[config.mk]
export PLATFORM = sky130hd
export DESIGN_NAME = lmul_uop_sequencer_flat
export DESIGN_NICKNAME = d
export VERILOG_FILES = /design/src/rtl/lmul_uop_sequencer_pkg.sv /design/src/rtl/lmul_uop_sequencer_if.sv /design/src/rtl/lmul_uop_sequencer_group_check.sv /design/src/rtl/lmul_uop_sequencer.sv /design/src/flat_wrapper.sv
export SDC_FILE = /design/constraint.sdc
export NUM_CORES = 1
export LEC_CHECK = 0
export ABC_AREA = 1
export CAP_MARGIN = 20
export CORE_MARGIN = 2
export CORE_UTILIZATION = 45
export CTS_CLUSTER_SIZE = 20
export DETAILED_ROUTE_END_ITERATION = 7
export GPL_TIMING_DRIVEN = 1
export PLACE_DENSITY = 0.72
export SKIP_CTS_REPAIR_TIMING = 1
export SLEW_MARGIN = 20
export SYNTH_ARGS = -nofsm -noshare
export SYNTH_HDL_FRONTEND = slang
export SYNTH_HIERARCHICAL = 1
export SYNTH_SLANG_ARGS = --single-unit
[constraint.sdc]
create_clock -name clk -period 2.38 [get_ports clk]
set_clock_uncertainty 0.15 [all_clocks]
set_input_delay 0.595 -clock clk [delete_from_list [all_inputs] [get_ports clk]]
set_output_delay 0.595 -clock clk [all_outputs]
set_load 0.1 [all_outputs]
[src/rtl/lmul_uop_sequencer_pkg.sv]
// Shared vector-group definitions: vlmul encodings, sequencer states, LMUL decode.
// Latency: n/a (package only).
// Backpressure: n/a.
// Contents: VLMUL_* encodings, seq_state_t, lmul_decode() -> {lmul[3:0], illegal}.
package vec_pkg;

    localparam logic [2:0] VLMUL_M1   = 3'b000;
    localparam logic [2:0] VLMUL_M2   = 3'b001;
    localparam logic [2:0] VLMUL_M4   = 3'b010;
    localparam logic [2:0] VLMUL_M8   = 3'b011;
    localparam logic [2:0] VLMUL_RSVD = 3'b100;

    typedef enum logic {
        IDLE  = 1'b0,
        ISSUE = 1'b1
    } seq_state_t;

    // Fractional encodings (101/110/111) occupy a single register, so they
    // decode to LMUL=1. The reserved encoding keeps LMUL=1 so the illegal
    // beat still has a well-defined shape.
    function automatic logic [4:0] lmul_decode(input logic [2:0] vlmul);
        logic [4:0] res;
        case (vlmul)
            VLMUL_M1:   res = {4'd1, 1'b0};
            VLMUL_M2:   res = {4'd2, 1'b0};
            VLMUL_M4:   res = {4'd4, 1'b0};
            VLMUL_M8:   res = {4'd8, 1'b0};
            VLMUL_RSVD: res = {4'd1, 1'b1};
            default:    res = {4'd1, 1'b0};
        endcase
        return res;
    endfunction

endpackage

[src/rtl/lmul_uop_sequencer_if.sv]
// Decode-side instruction handshake plus register-read-side micro-op handshake.
// Latency: n/a (wires only).
// Backpressure: valid/ready on both sides; master drives instructions and out_ready, slave is the sequencer.
interface lmul_uop_sequencer_if #(
    parameter int REG_AW = 5,
    parameter int CNT_W  = 4
);
    logic              in_valid;
    logic              in_ready;
    logic [REG_AW-1:0] in_raA;
    logic [REG_AW-1:0] in_raB;
    logic [REG_AW-1:0] in_rdest;
    logic [2:0]        in_vlmul;
    logic              in_widen;

    logic              out_valid;
    logic              out_ready;
    logic [REG_AW-1:0] out_raA;
    logic [REG_AW-1:0] out_raB;
    logic [REG_AW-1:0] out_rdest;
    logic [CNT_W-1:0]  out_uop_idx;
    logic              out_last;
    logic              out_illegal;

    modport master (
        output in_valid, in_raA, in_raB, in_rdest, in_vlmul, in_widen, out_ready,
        input  in_ready, out_valid, out_raA, out_raB, out_rdest, out_uop_idx,
               out_last, out_illegal
    );

    modport slave (
        input  in_valid, in_raA, in_raB, in_rdest, in_vlmul, in_widen, out_ready,
        output in_ready, out_valid, out_raA, out_raB, out_rdest, out_uop_idx,
               out_last, out_illegal
    );
endinterface

[src/rtl/lmul_uop_sequencer_group_check.sv]
// Register-group legality check: decodes vlmul, returns group size N and illegal flag.
// Latency: combinational.
// Backpressure: none.
// Ports: vlmul_i/widen_i/raA_i/raB_i/rdest_i in; grp_n_o (N), illegal_o out. WIDEN_EN honours widen_i.
module lmul_group_check
    import vec_pkg::*;
#(
    parameter int REG_AW   = 5,
    parameter int MAX_LMUL = 8,
    parameter int CNT_W    = 4
) (
    input  logic [2:0]        vlmul_i,
    input  logic              widen_i,
    input  logic [REG_AW-1:0] raA_i,
    input  logic [REG_AW-1:0] raB_i,
    input  logic [REG_AW-1:0] rdest_i,
    output logic [CNT_W:0]    grp_n_o,
    output logic              illegal_o
);

    logic              wide;
    logic [3:0]        lmul;
    logic              dec_ill;
    logic [4:0]        n;
    logic [REG_AW-1:0] lmul_m1;
    logic [REG_AW-1:0] n_m1;

`ifdef WIDEN_EN
    assign wide = widen_i;
`else
    logic unused_widen;
    assign unused_widen = widen_i;
    assign wide         = 1'b0;
`endif

    always_comb begin
        {lmul, dec_ill} = lmul_decode(vlmul_i);
        n               = wide ? ({1'b0, lmul} << 1) : {1'b0, lmul};
        // Group sizes are powers of two, so alignment is a low-bit mask test.
        lmul_m1         = REG_AW'(lmul) - REG_AW'(1);
        n_m1            = REG_AW'(n) - REG_AW'(1);
        illegal_o       = dec_ill
                        | (int'(lmul) > MAX_LMUL)
                        | (wide && (2 * int'(lmul) > MAX_LMUL))
                        | (|(raA_i & lmul_m1))
                        | (|(raB_i & lmul_m1))
                        | (|(rdest_i & n_m1));
        grp_n_o         = (CNT_W+1)'(n);
    end

endmodule

[src/rtl/lmul_uop_sequencer.sv]
// Expands one vector ALU instruction into N register-level micro-ops (N=LMUL, 2*LMUL widening).
// Latency: first micro-op registered one cycle after acceptance; back-to-back groups without a bubble.
// Backpressure: in_ready low while a group is in flight; outputs hold while out_ready low; flush aborts.
// Ports: clk, rst (sync, active-high), flush, bus (slave modport). Optional macro: WIDEN_EN.
module lmul_uop_sequencer
    import vec_pkg::*;
#(
    parameter int REG_AW   = 5,
    parameter int MAX_LMUL = 8,
    parameter int CNT_W    = 4
) (
    input  logic                clk,
    input  logic                rst,
    input  logic                flush,
    lmul_uop_sequencer_if.slave bus
);

    seq_state_t        state_q, state_d;
    logic [REG_AW-1:0] a_base_q, a_base_d, b_base_q, b_base_d, d_base_q, d_base_d;
    logic [REG_AW-1:0] ra_q, ra_d, rb_q, rb_d, rd_q, rd_d;
    logic [CNT_W-1:0]  idx_q, idx_d, last_idx_q, last_idx_d;
    logic              last_q, last_d, illegal_q, illegal_d;
    logic [CNT_W-1:0]  nxt_idx, src_off;
    logic [CNT_W:0]    grp_n;
    logic              chk_ill, out_vld, in_rdy, accept, beat;
`ifdef WIDEN_EN
    logic              widen_q, widen_d;
`endif

    lmul_group_check #(
        .REG_AW  (REG_AW),
        .MAX_LMUL(MAX_LMUL),
        .CNT_W   (CNT_W)
    ) u_check (
        .vlmul_i  (bus.in_vlmul),
        .widen_i  (bus.in_widen),
        .raA_i    (bus.in_raA),
        .raB_i    (bus.in_raB),
        .rdest_i  (bus.in_rdest),
        .grp_n_o  (grp_n),
        .illegal_o(chk_ill)
    );

    assign out_vld = (state_q == ISSUE);
    assign beat    = out_vld & bus.out_ready;
    // A new instruction may enter on the final beat of the current group.
    assign in_rdy  = ~flush & ((state_q == IDLE) | (beat & last_q));
    assign accept  = bus.in_valid & in_rdy;

    assign bus.in_ready    = in_rdy;
    assign bus.out_valid   = out_vld;
    assign bus.out_raA     = ra_q;
    assign bus.out_raB     = rb_q;
    assign bus.out_rdest   = rd_q;
    assign bus.out_uop_idx = idx_q;
    assign bus.out_last    = last_q;
    assign bus.out_illegal = illegal_q;

    always_comb begin
        state_d    = state_q;
        a_base_d   = a_base_q;
        b_base_d   = b_base_q;
        d_base_d   = d_base_q;
        ra_d       = ra_q;
        rb_d       = rb_q;
        rd_d       = rd_q;
        idx_d      = idx_q;
        last_idx_d = last_idx_q;
        last_d     = last_q;
        illegal_d  = illegal_q;
`ifdef WIDEN_EN
        widen_d    = widen_q;
`endif
        nxt_idx    = idx_q + CNT_W'(1);
`ifdef WIDEN_EN
        // Widening sources advance once per pair of destination registers.
        src_off    = widen_q ? (nxt_idx >> 1) : nxt_idx;
`else
        src_off    = nxt_idx;
`endif

        if (flush) begin
            state_d = IDLE;
        end else if (accept) begin
            state_d    = ISSUE;
            a_base_d   = bus.in_raA;
            b_base_d   = bus.in_raB;
            d_base_d   = bus.in_rdest;
            ra_d       = bus.in_raA;
            rb_d       = bus.in_raB;
            rd_d       = bus.in_rdest;
            idx_d      = '0;
            illegal_d  = chk_ill;
            // Illegal groups collapse to a single beat at index 0.
            last_idx_d = chk_ill ? '0 : CNT_W'(grp_n - (CNT_W+1)'(1));
            last_d     = chk_ill | (grp_n == (CNT_W+1)'(1));
`ifdef WIDEN_EN
            widen_d    = bus.in_widen;
`endif
        end else if (beat) begin
            if (last_q) begin
                state_d = IDLE;
            end else begin
                idx_d  = nxt_idx;
                ra_d   = a_base_q + REG_AW'(src_off);
                rb_d   = b_base_q + REG_AW'(src_off);
                rd_d   = d_base_q + REG_AW'(nxt_idx);
                last_d = (nxt_idx == last_idx_q);
            end
        end
    end

    always_ff @(posedge clk) begin
        if (rst) begin
            state_q    <= IDLE;
            a_base_q   <= '0;
            b_base_q   <= '0;
            d_base_q   <= '0;
            ra_q       <= '0;
            rb_q       <= '0;
            rd_q       <= '0;
            idx_q      <= '0;
            last_idx_q <= '0;
            last_q     <= 1'b0;
            illegal_q  <= 1'b0;
`ifdef WIDEN_EN
            widen_q    <= 1'b0;
`endif
        end else begin
            state_q    <= state_d;
            a_base_q   <= a_base_d;
            b_base_q   <= b_base_d;
            d_base_q   <= d_base_d;
            ra_q       <= ra_d;
            rb_q       <= rb_d;
            rd_q       <= rd_d;
            idx_q      <= idx_d;
            last_idx_q <= last_idx_d;
            last_q     <= last_d;
            illegal_q  <= illegal_d;
`ifdef WIDEN_EN
            widen_q    <= widen_d;
`endif
        end
    end

endmodule

[src/flat_wrapper.sv]
// flat-port wrapper written by rule: the top's interface ports become plain ports
module lmul_uop_sequencer_flat import vec_pkg::*;
#(
    parameter int REG_AW   = 5,
    parameter int MAX_LMUL = 8,
    parameter int CNT_W    = 4
)
  (clk, rst, flush, bus_in_valid, bus_in_raA, bus_in_raB, bus_in_rdest, bus_in_vlmul, bus_in_widen, bus_out_ready, bus_in_ready, bus_out_valid, bus_out_raA, bus_out_raB, bus_out_rdest, bus_out_uop_idx, bus_out_last, bus_out_illegal);
  lmul_uop_sequencer_if #(.REG_AW(REG_AW), .CNT_W(CNT_W)) bus_i ();
  input  logic clk;
  input  logic rst;
  input  logic flush;
  input wire logic [$bits(bus_i.in_valid)-1:0] bus_in_valid;
  input wire logic [$bits(bus_i.in_raA)-1:0] bus_in_raA;
  input wire logic [$bits(bus_i.in_raB)-1:0] bus_in_raB;
  input wire logic [$bits(bus_i.in_rdest)-1:0] bus_in_rdest;
  input wire logic [$bits(bus_i.in_vlmul)-1:0] bus_in_vlmul;
  input wire logic [$bits(bus_i.in_widen)-1:0] bus_in_widen;
  input wire logic [$bits(bus_i.out_ready)-1:0] bus_out_ready;
  output wire logic [$bits(bus_i.in_ready)-1:0] bus_in_ready;
  output wire logic [$bits(bus_i.out_valid)-1:0] bus_out_valid;
  output wire logic [$bits(bus_i.out_raA)-1:0] bus_out_raA;
  output wire logic [$bits(bus_i.out_raB)-1:0] bus_out_raB;
  output wire logic [$bits(bus_i.out_rdest)-1:0] bus_out_rdest;
  output wire logic [$bits(bus_i.out_uop_idx)-1:0] bus_out_uop_idx;
  output wire logic [$bits(bus_i.out_last)-1:0] bus_out_last;
  output wire logic [$bits(bus_i.out_illegal)-1:0] bus_out_illegal;
  assign bus_i.in_valid = bus_in_valid;
  assign bus_i.in_raA = bus_in_raA;
  assign bus_i.in_raB = bus_in_raB;
  assign bus_i.in_rdest = bus_in_rdest;
  assign bus_i.in_vlmul = bus_in_vlmul;
  assign bus_i.in_widen = bus_in_widen;
  assign bus_i.out_ready = bus_out_ready;
  assign bus_in_ready = bus_i.in_ready;
  assign bus_out_valid = bus_i.out_valid;
  assign bus_out_raA = bus_i.out_raA;
  assign bus_out_raB = bus_i.out_raB;
  assign bus_out_rdest = bus_i.out_rdest;
  assign bus_out_uop_idx = bus_i.out_uop_idx;
  assign bus_out_last = bus_i.out_last;
  assign bus_out_illegal = bus_i.out_illegal;
  lmul_uop_sequencer #(.REG_AW(REG_AW), .MAX_LMUL(MAX_LMUL), .CNT_W(CNT_W)) u_core (.clk(clk), .rst(rst), .flush(flush), .bus(bus_i));
endmodule
==> metrics <==
Tot GR Track Use 0.206; Max-Cap Viols 0; status finished clean; met2 Use GR 0.346; initial antenna violation count 0; R2R Path End u_core/bus.out_rdest[3]; post-synthesis sequential area ratio 0.343; post-layout util 0.608; Critical Path Start Type primary input; Cells after DPL 451; Post-Layout Cell Count 462; routed wire length 5.83 mm; Synth-to-Final Area Change 29.7%; fraction of registers with async set/reset 0; Pwr Density 569 nW/um2; clock buffer count from CTS 5; port bufs 45; total power 0.00177 W; fin crit share 0.968; Crit. End Element flop; routed vias 2344; CP arrival 2.35 ns; Filler Cell Count 473; via/cell ratio 5.07; first-pass GRT wire length 9.92 mm; Hold EP u_core/d_base_q[3]; Mean Syn Cell Area 7.17 um2; synth warn 6; Die Width 77.0 um; root buffer cell clkbuf_8; fin nets 438; DRT antenna net count 0; row cnt 26; layout cells sized above 1 0.168; Distinct cells, synth 31; Routed WL per cell 12.6 um; Pins Over Slew Limit 0; Die Y-Extent 77.0 um; #FFs+latches synth 41; final setup violating endpoints 0; crit-path max cell delay 0.53 ns; Largest delay share family, worst path buffers and inverters; core area 5110 um2; DRC viols 0; number of synthesized flops with an enable pin 0; GP Congestion 0.787; Synth area leader dfxtp_1; met1 usage 0.267; DRT Pass-1 Iters 4; grt met3 use 0.0329; I/O pin total 47; dominant cells by area after synthesis dfxtp_1 34%, nand2_1 13%, ha_1 10%, a21oi_1 9.0%, inv_1 5.6%; CP Buf/Inv Count 3; clk sinks 41; slowest cell on the critical path clkdlybuf4s50_1; Commonest cells post-synth 86 x nand2_1, 43 x a21oi_1, 41 x dfxtp_1, 36 x inv_1; Crit path top cell by count nand2_1; n_diodes 0; FF+latch area 825 um2; FF-to-FF path depth 10; most instantiated library cell after synthesis nand2_1; crit path cell chain clkdlybuf4s50_1 > buf_4 > a21oi_4 > ha_2 > inv_1 > nand2_1 > nand2_1 > nor2_1 > nand3_1 > nor2_2 > o21ai_1 > nand2_1 > a21oi_1; WS Path Type primary input to flop; vias in the first global route 2173; CTS Buffer Depth 2; die area 5920 um2; Worst VDD drop 0.356 mV; final worst path period need 2.30 ns; Initial Utilization 0.469; Top Usage Layer GRT met2; Yosys top cell area share 0.343; worst hold path depth 2; Net Count, Synth 381; cell count after synthesis 334; synthesized area 2400 um2; Clk pin slew, worst setup/hold paths 0.08 ns; htree depth 2; grt total ovfl 0; Worst Hold Class flop to flop; HP Start u_core/d_base_q[3]; top_reg_cell synth dfxtp_1; final hold violations 0; Worst R2R Setup Slack 0.34 ns; dpl hpwl 4.28 mm; Iter 0 DRT Violations 111; Required @ worst endpoint 2.42 ns; Multi-input gate area 1390 um2; largest net degree at the start of global routing 26; leakage 1.54 nW; CTS tree built; Clk Latency, worst-skew pair 0.29 ns; Fmax 434 MHz; launch point of the worst reg-to-reg path u_core/bus.out_uop_idx[0]; Worst Path Max Fanout 4
==> worst max path at each step <==
stage                                     end                 from  cells past startpoint
after CTS                 u_core/bus.out_last      bus_in_vlmul[0]                     15
final                     u_core/bus.out_last      bus_in_vlmul[2]                     13
after floorplan                  bus_in_ready  u_core/bus.out_last                      4
after global placement    u_core/bus.out_last      bus_in_vlmul[0]                     14
after global routing      u_core/bus.out_last      bus_in_vlmul[2]                     13
after detailed placement  u_core/bus.out_last      bus_in_vlmul[0]                     15
==> stage by stage <==
step                      hold slack [ns]  TNS, ns  cell area, um2  setup slack (ns)
after CTS                           0.323   -0.288            3050           -0.0955
final                               0.326        0            3110            0.0773
after global routing                0.351  -0.0524            3110           -0.0201
after global placement              0.309    -1.61            2930            -0.345
after detailed placement            0.310    -1.99            2930            -0.402
after floorplan                     0.298   -0.167            2410            -0.167
==> layout make-up <==
cell class / instances / area share
multi-input cells: 242 / 0.447
inverters: 40 / 0.0487
repair buffers: 61 / 0.173
clock inverters: 1 / 0.00967
flip-flops and latches: 41 / 0.265
well taps: 70 / 0.0282
clock buffers: 7 / 0.0278
==> tightest hold or removal path, delay by kind of cell (launching register included) <==
kind | cells | cell delay, ns
AND/OR/NAND/NOR | 1 | 0.06
flip-flops | 1 | 0.32
AO/OA/AOI/OAI | 1 | 0.05
==> logic make-up after synthesis <==
group	share of synthesized area
AOI/OAI and AO/OA	0.165
xor gates and xnor gates	0.0146
adders and majority gates	0.130
buffers and inverters	0.0903
DFF	0.343
other	0.00157
and+or+nand+nor	0.256
==> flip-flops by register name (all words and copies together), names as in the netlist <==
register,flops
u_core/a_base_q,5
u_core/b_base_q,5
u_core/bus.out_raA,5
u_core/bus.out_raB,5
u_core/bus.out_rdest,5
u_core/d_base_q,5
u_core/bus.out_uop_idx,4
u_core/last_idx_q,4
u_core/bus.out_illegal,1
u_core/bus.out_last,1
u_core/bus.out_valid,1
==> power by group <==
group          internal [W]  total (W)  leakage, nW  switching (W)
clock network      0.000342   0.000584       0.0585       0.000242
registers          0.000720   0.000742        0.337      0.0000217
logic              0.000138   0.000442         1.14       0.000304
total               0.00120    0.00177         1.54       0.000568
==> layout by cell type, fill, tap and decap left out, types with 2 or more instances in the layout <==
master / synthesis / final
fa_1: 3 / 3
a211oi_1: 2 / 2
dfxtp_1: 41 / 38
ha_1: 20 / 19
a21oi_1: 43 / 43
clkbuf_8: 0 / 6
dfxtp_2: 0 / 3
o21ai_1: 1 / 2
nand2_1: 86 / 86
clkdlybuf4s50_1: 0 / 19
nor2_1: 13 / 11
dlymetal6s2s_1: 0 / 3
o21ai_0: 24 / 23
inv_1: 36 / 34
nand2_2: 4 / 4
nand3b_1: 6 / 6
xor2_1: 3 / 3
buf_4: 3 / 37
nand4_1: 2 / 2
nand3_1: 24 / 24
inv_2: 3 / 5
==> routing by layer <==
layer / wire [um] / share of wire
met5: 0 / 0
met4: 94 / 0.016
met3: 285 / 0.049
met2: 2830 / 0.48
met1: 2630 / 0.45
(Power assumes the default switching activity.)
